--- src/rtl/text_memory_loader.sv ---
`default_nettype none
// text_memory_loader: length-prefixed byte stream -> sequential 32-bit text memory writes.
// Optional trailing XOR checksum byte when LOADER_CHECKSUM_EN is defined.
module text_memory_loader #(
  parameter int ADDR_WIDTH = 10,
  parameter int MAX_WORDS  = 2**ADDR_WIDTH
) (
  input  logic                  clock,
  input  logic                  reset,
  input  logic                  start,
  input  logic [7:0]            in_data,
  input  logic                  in_valid,
  output logic                  in_ready,
  output logic                  wr_en,
  output logic [ADDR_WIDTH-1:0] wr_address,
  output logic [31:0]           wr_data,
  output logic                  busy,
  output logic                  done,
  output logic                  error,
  output logic                  cpu_hold
);

  typedef enum logic [2:0] {
    S_IDLE  = 3'd0,
    S_LEN   = 3'd1,
    S_DATA  = 3'd2,
    S_CSUM  = 3'd3,
    S_DONE  = 3'd4,
    S_ERROR = 3'd5
  } state_t;

`ifdef LOADER_CHECKSUM_EN
  localparam state_t S_AFTER_DATA = S_CSUM;
`else
  localparam state_t S_AFTER_DATA = S_DONE;
`endif

  state_t                state;
  state_t                state_next;
  logic [1:0]            byte_cnt;
  logic [23:0]           asm_bytes;
  logic [ADDR_WIDTH-1:0] word_idx;
  logic [ADDR_WIDTH-1:0] last_idx;
  logic [31:0]           wr_data_q;
  logic                  wr_en_q;
`ifdef LOADER_CHECKSUM_EN
  logic [7:0]            csum_acc;
`endif

  logic                  xfer;
  logic                  last_byte;
  logic [31:0]           len_word;
  logic                  len_zero;
  logic                  len_over;
  logic [ADDR_WIDTH-1:0] len_last_idx;
  logic                  restart;

  assign xfer         = in_valid & in_ready;
  assign last_byte    = xfer & (byte_cnt == 2'd3);
  assign len_word     = {in_data, asm_bytes};
  assign len_zero     = (len_word == 32'd0);
  assign len_over     = ({1'b0, len_word} > 33'(MAX_WORDS));
  // N == MAX_WORDS wraps the low bits to zero, and zero minus one is MAX_WORDS-1.
  assign len_last_idx = len_word[ADDR_WIDTH-1:0] - ADDR_WIDTH'(1);
  assign restart      = start & ~busy;

  always_ff @(posedge clock or negedge reset) begin
    if (!reset) begin
      state <= S_IDLE;
    end else begin
      state <= state_next;
    end
  end

  always_comb begin
    state_next = state;
    in_ready   = 1'b0;
    busy       = 1'b0;
    done       = 1'b0;
    error      = 1'b0;
    case (state)
      S_IDLE: begin
        if (start) state_next = S_LEN;
      end
      S_LEN: begin
        in_ready = 1'b1;
        busy     = 1'b1;
        if (last_byte) begin
          if (len_over)      state_next = S_ERROR;
          else if (len_zero) state_next = S_AFTER_DATA;
          else               state_next = S_DATA;
        end
      end
      S_DATA: begin
        in_ready = 1'b1;
        busy     = 1'b1;
        if (last_byte && (word_idx == last_idx)) state_next = S_AFTER_DATA;
      end
      S_CSUM: begin
        in_ready = 1'b1;
        busy     = 1'b1;
`ifdef LOADER_CHECKSUM_EN
        if (xfer) state_next = (in_data == csum_acc) ? S_DONE : S_ERROR;
`else
        state_next = S_DONE;
`endif
      end
      S_DONE: begin
        done = 1'b1;
        if (start) state_next = S_LEN;
      end
      S_ERROR: begin
        error = 1'b1;
        if (start) state_next = S_LEN;
      end
      default: state_next = S_IDLE;
    endcase
  end

  assign cpu_hold = busy | error;

  always_ff @(posedge clock or negedge reset) begin
    if (!reset) begin
      byte_cnt  <= 2'd0;
      asm_bytes <= 24'd0;
      word_idx  <= '0;
      last_idx  <= '0;
      wr_data_q <= 32'd0;
      wr_en_q   <= 1'b0;
`ifdef LOADER_CHECKSUM_EN
      csum_acc  <= 8'd0;
`endif
    end else begin
      wr_en_q <= 1'b0;
      // The final word's index is kept so wr_address never runs past N-1.
      if (wr_en_q && (word_idx != last_idx)) word_idx <= word_idx + ADDR_WIDTH'(1);
      if (restart) begin
        byte_cnt  <= 2'd0;
        asm_bytes <= 24'd0;
        word_idx  <= '0;
        last_idx  <= '0;
`ifdef LOADER_CHECKSUM_EN
        csum_acc  <= 8'd0;
`endif
      end else if (xfer && (state != S_CSUM)) begin
        byte_cnt  <= byte_cnt + 2'd1;
        asm_bytes <= {in_data, asm_bytes[23:8]};
        if ((state == S_LEN) && (byte_cnt == 2'd3)) begin
          last_idx <= len_last_idx;
        end
        if (state == S_DATA) begin
`ifdef LOADER_CHECKSUM_EN
          csum_acc <= csum_acc ^ in_data;
`endif
          if (byte_cnt == 2'd3) begin
            wr_en_q   <= 1'b1;
            wr_data_q <= len_word;
          end
        end
      end
    end
  end

  assign wr_en      = wr_en_q;
  assign wr_data    = wr_data_q;
  assign wr_address = word_idx;

endmodule
`default_nettype wire
--- config.mk ---
export PLATFORM = sky130hd
export DESIGN_NAME = text_memory_loader
export DESIGN_NICKNAME = d
export VERILOG_FILES = /design/src/rtl/text_memory_loader.sv
export SDC_FILE = /design/constraint.sdc
export NUM_CORES = 1
export LEC_CHECK = 0
export ABC_AREA = 1
export CELL_PAD_IN_SITES_DETAIL_PLACEMENT = 0
export CELL_PAD_IN_SITES_GLOBAL_PLACEMENT = 1
export CORE_MARGIN = 5
export CORE_UTILIZATION = 44
export DETAILED_ROUTE_END_ITERATION = 16
export PLACE_DENSITY = 0.93
export SYNTH_ARGS = -nofsm -noshare
export SYNTH_HDL_FRONTEND = slang
export SYNTH_SLANG_ARGS = --single-unit
--- constraint.sdc ---
create_clock -name clock -period 3.7 [get_ports clock]
set_input_delay 0.74 -clock clock [delete_from_list [all_inputs] [get_ports clock]]
set_output_delay 0.74 -clock clock [all_outputs]
set_load 0.05 [all_outputs]
==> metrics.csv <==
stage;metric;value;unit
die;initial_core_util;44.98;%
die;row_count;34;
layout;multiInputGateArea;1509;sq um
power;p_leak;2.233;nW
power;p_sw;1.287;mW
power;irDropWorstVdd;345.9;uV
critical_path;cp-end-kind;output port;
detailed_routing;wl_per_cell;14.10;microns
synthesis;synth_seq_cells;82;
layout;regArea;2052;sq um
power;seqPwrFrac;38.4;%
detailed_routing;dr.pass1.iters;4;
layout;fill_cells;813;
critical_path;crit_arrival;1.98;ns
sta;tightest_slew;1.071;ns
hold_path;min_to;wr_data[5];
cts;postCtsResizedCells;0;
hold_path;hold_path_startpoint;wr_data[5];
detailed_routing;route.detailed.drc;0;
sta;slew_headroom;28.62;%
layout;design_area;4727;sq um
placement;dp_hpwl;6.034;mm
die;dieArea;10860;sq um
global_route;antenna_found_initial;0;
critical_path;path_max_fanout;8;
placement;routabilityCongestion;0.8248;
die;core_area;8678;sq um
synthesis;postSynthCellCount;438;
sta;hold_slack;0.4886;ns
sta;rsz0062_at_grt;false;
cts;cts_tree;built;
cts;cts_max_level;3;
global_route;grt_pass1_vias;3124;
synthesis;netlist_area;3904;sq um
layout;area_growth;21.09;%
power;p_comb_share;38.8;%
global_route;gr-usage-all-layers;16.52;%
power;powerDensity;637.8;nW/um^2
global_route;grt_pass1_wl;14.96;mm
sta;finalHoldViolations;0;
die;dieWidth;104.2;microns
run;cap_violations;0;
synthesis;ys_seq_area_share;52.56;%
synthesis;avgSynthCellArea;8.913;sq um
synthesis;syn-num-nets;454;
critical_path;reg2regPathDepth;4;
detailed_routing;num_vias;3067;
critical_path;cp.required;2.96;ns
placement;dpl_worst_slack;1.096;ns
global_route;overflow;0;
placement;portBuffers;59;
sta;fmax;368.2;MHz
detailed_routing;drt-total-wl;8.544;mm
layout;nets;509;
layout;num_antenna_cells;0;
sta;setup_viol;0;
cts;hold_buffers;0;
sta;period_needed;2.716;ns
detailed_routing;viasPerCell;5.061;
layout;drive_above_1_share;10.64;%
critical_path;rrSetupSlack;1.37;ns
synthesis;yosys_warnings;0;
sta;fin_crit_sh;73.40;%
cts;cts_made_buffers;9;
power;p_int;1.728;mW
power;swShare;42.69;%
critical_path;r2r_end;asm_bytes[4];
hold_path;worstHoldPathCells;2;
cts;cts_setup_buffers;0;
detailed_routing;drtIter0Drc;108;
placement;place_area;4522;sq um
critical_path;r2r-start;state[0];
sta;fin_skew;0.01454;ns
sta;slew_viol_final;0;
sta;setup_tns;0;ns
power;power.share.clock;22.8;%
detailed_routing;antenna_left;0;
layout;finalCoreUtilization;54.47;%
cts;insertion_delay;0.36;ns
cts;cts_root_buf;clkbuf_8;
die;io_pins;60;
cts;clockBufferDepth;2;
cts;clk_pin_slew;0.09;ns
critical_path;worstSetupStartpointType;flip-flop;
cts;numClockSinks;82;
run_status;status;complete, no violations;
sta;setup_slack;0.9843;ns
critical_path;worstSetupPathType;reg2out;
hold_path;hold_path.class;reg2reg;
global_route;grt_max_degree;83;
synthesis;ys_types;26;
die;die_h;104.2;microns
## layer usage
metal	wire length, microns	GRT usage [%]	part of all wire, %
met1	3708	20.51	43
met2	4304	28.14	50
met3	408	5.090	4.8
met4	122	3.885	1.4
met5	0	0	0
## per-stage QoR
stage / total power [mW] / cells
after floorplan: 2.048 / 438
after global placement: 2.313 / 590
after detailed placement: 2.346 / 590
after CTS: 3.035 / 606
after global routing: 3.230 / 606
final: 3.015 / 606
## flip-flops by register name, summed over array words and instances, names as in the netlist
| signal | count |
|---|---|
| byte_cnt | 2 |
| last_idx | 10 |
| asm_bytes | 24 |
| wr_address | 10 |
| wr_data | 32 |
| state | 3 |
| wr_en | 1 |
## cell families (layout without fill, tap and decap cells)
group / Yosys count / count (layout) / share of synthesized area, %
adder cells (fa/ha/maj): 4 / 4 / 1.282
buffers and inverters: 74 / 134 / 8.846
AND/OR/NAND/NOR: 185 / 185 / 20.35
XOR/XNOR: 16 / 16 / 3.590
multiplexers: 1 / 1 / 0.2564
AO/OA/AOI/OAI: 76 / 76 / 13.11
flip-flops: 82 / 82 / 52.56
## power groups by stage
stage / Sequential, mW / Combinational [mW] / Clock [mW]
final: 1.16 / 1.17 / 0.687
after global routing: 1.18 / 1.32 / 0.735
after CTS: 1.16 / 1.18 / 0.699
after detailed placement: 1.17 / 1.17 / 0
after global placement: 1.16 / 1.15 / 0
after floorplan: 1.19 / 0.861 / 0
## layout by cell type (no fill, tap or decap), types with 2 or more instances in the layout
cell type        Yosys  routed
a31oi_1              2       2
nand2_2              2       3
nand4_1              2       2
nand3_1             36      36
o22ai_1             29      29
nand2_1            104     103
o21ai_2             24      24
inv_6                0       3
o21ai_0             19      19
clkbuf_8             0       9
nor3_1               2       2
nor2_4               2       2
xor2_1              10      10
nand3_2              3       3
inv_1               56      56
dfrtp_1             82      82
inv_2                2       2
xnor2_1              6       6
ha_1                 4       4
nor2_1              33      33
clkdlybuf4s50_1      0      58
## cell type report
cell class / instances / area share [%]
Clock buffer: 9 / 2.620
Clock inverter: 7 / 1.720
Inverter: 58 / 4.606
Multi-Input combinational cell: 282 / 31.92
Sequential cell: 82 / 43.41
Tap cell: 108 / 2.859
Timing Repair Buffer: 60 / 12.86
## how the worst max path moves through the flow
stage | startpoint | slack (ns) | depth (start not counted) | end
floorplan | state[0] | 1.36 | 2 | done
global placement | in_valid | 1.15 | 4 | byte_cnt[0]
detailed placement | in_valid | 1.10 | 4 | byte_cnt[0]
CTS | state[0] | 0.97 | 3 | in_ready
global route | state[0] | 0.89 | 3 | busy
finish | state[0] | 0.98 | 3 | in_ready
## critical path, stage by stage, from the launching register on
cell and delay [ns]:
dfrtp_1 0.54, nor2_4 0.09, nor2_4 0.16, clkdlybuf4s50_1 0.83
## cell usage after synthesis (all sizes together)
cell	number	area [sq um]
nand2	106	402.9
dfrtp	82	2052
inv	58	217.7
o21ai	43	305.3
nand3	39	210.2
nor2	35	146.4
o22ai	29	181.4
buf	14	120.1
xor2	10	87.58
xnor2	6	52.55
ha	4	50.05
nand4	3	25.02
a31oi	2	12.51
clkbuf	2	7.510
nor3	2	10.01
a21oi	1	5.000
mux2i	1	10.01
o31ai	1	7.510
(Power assumes the default switching activity.)
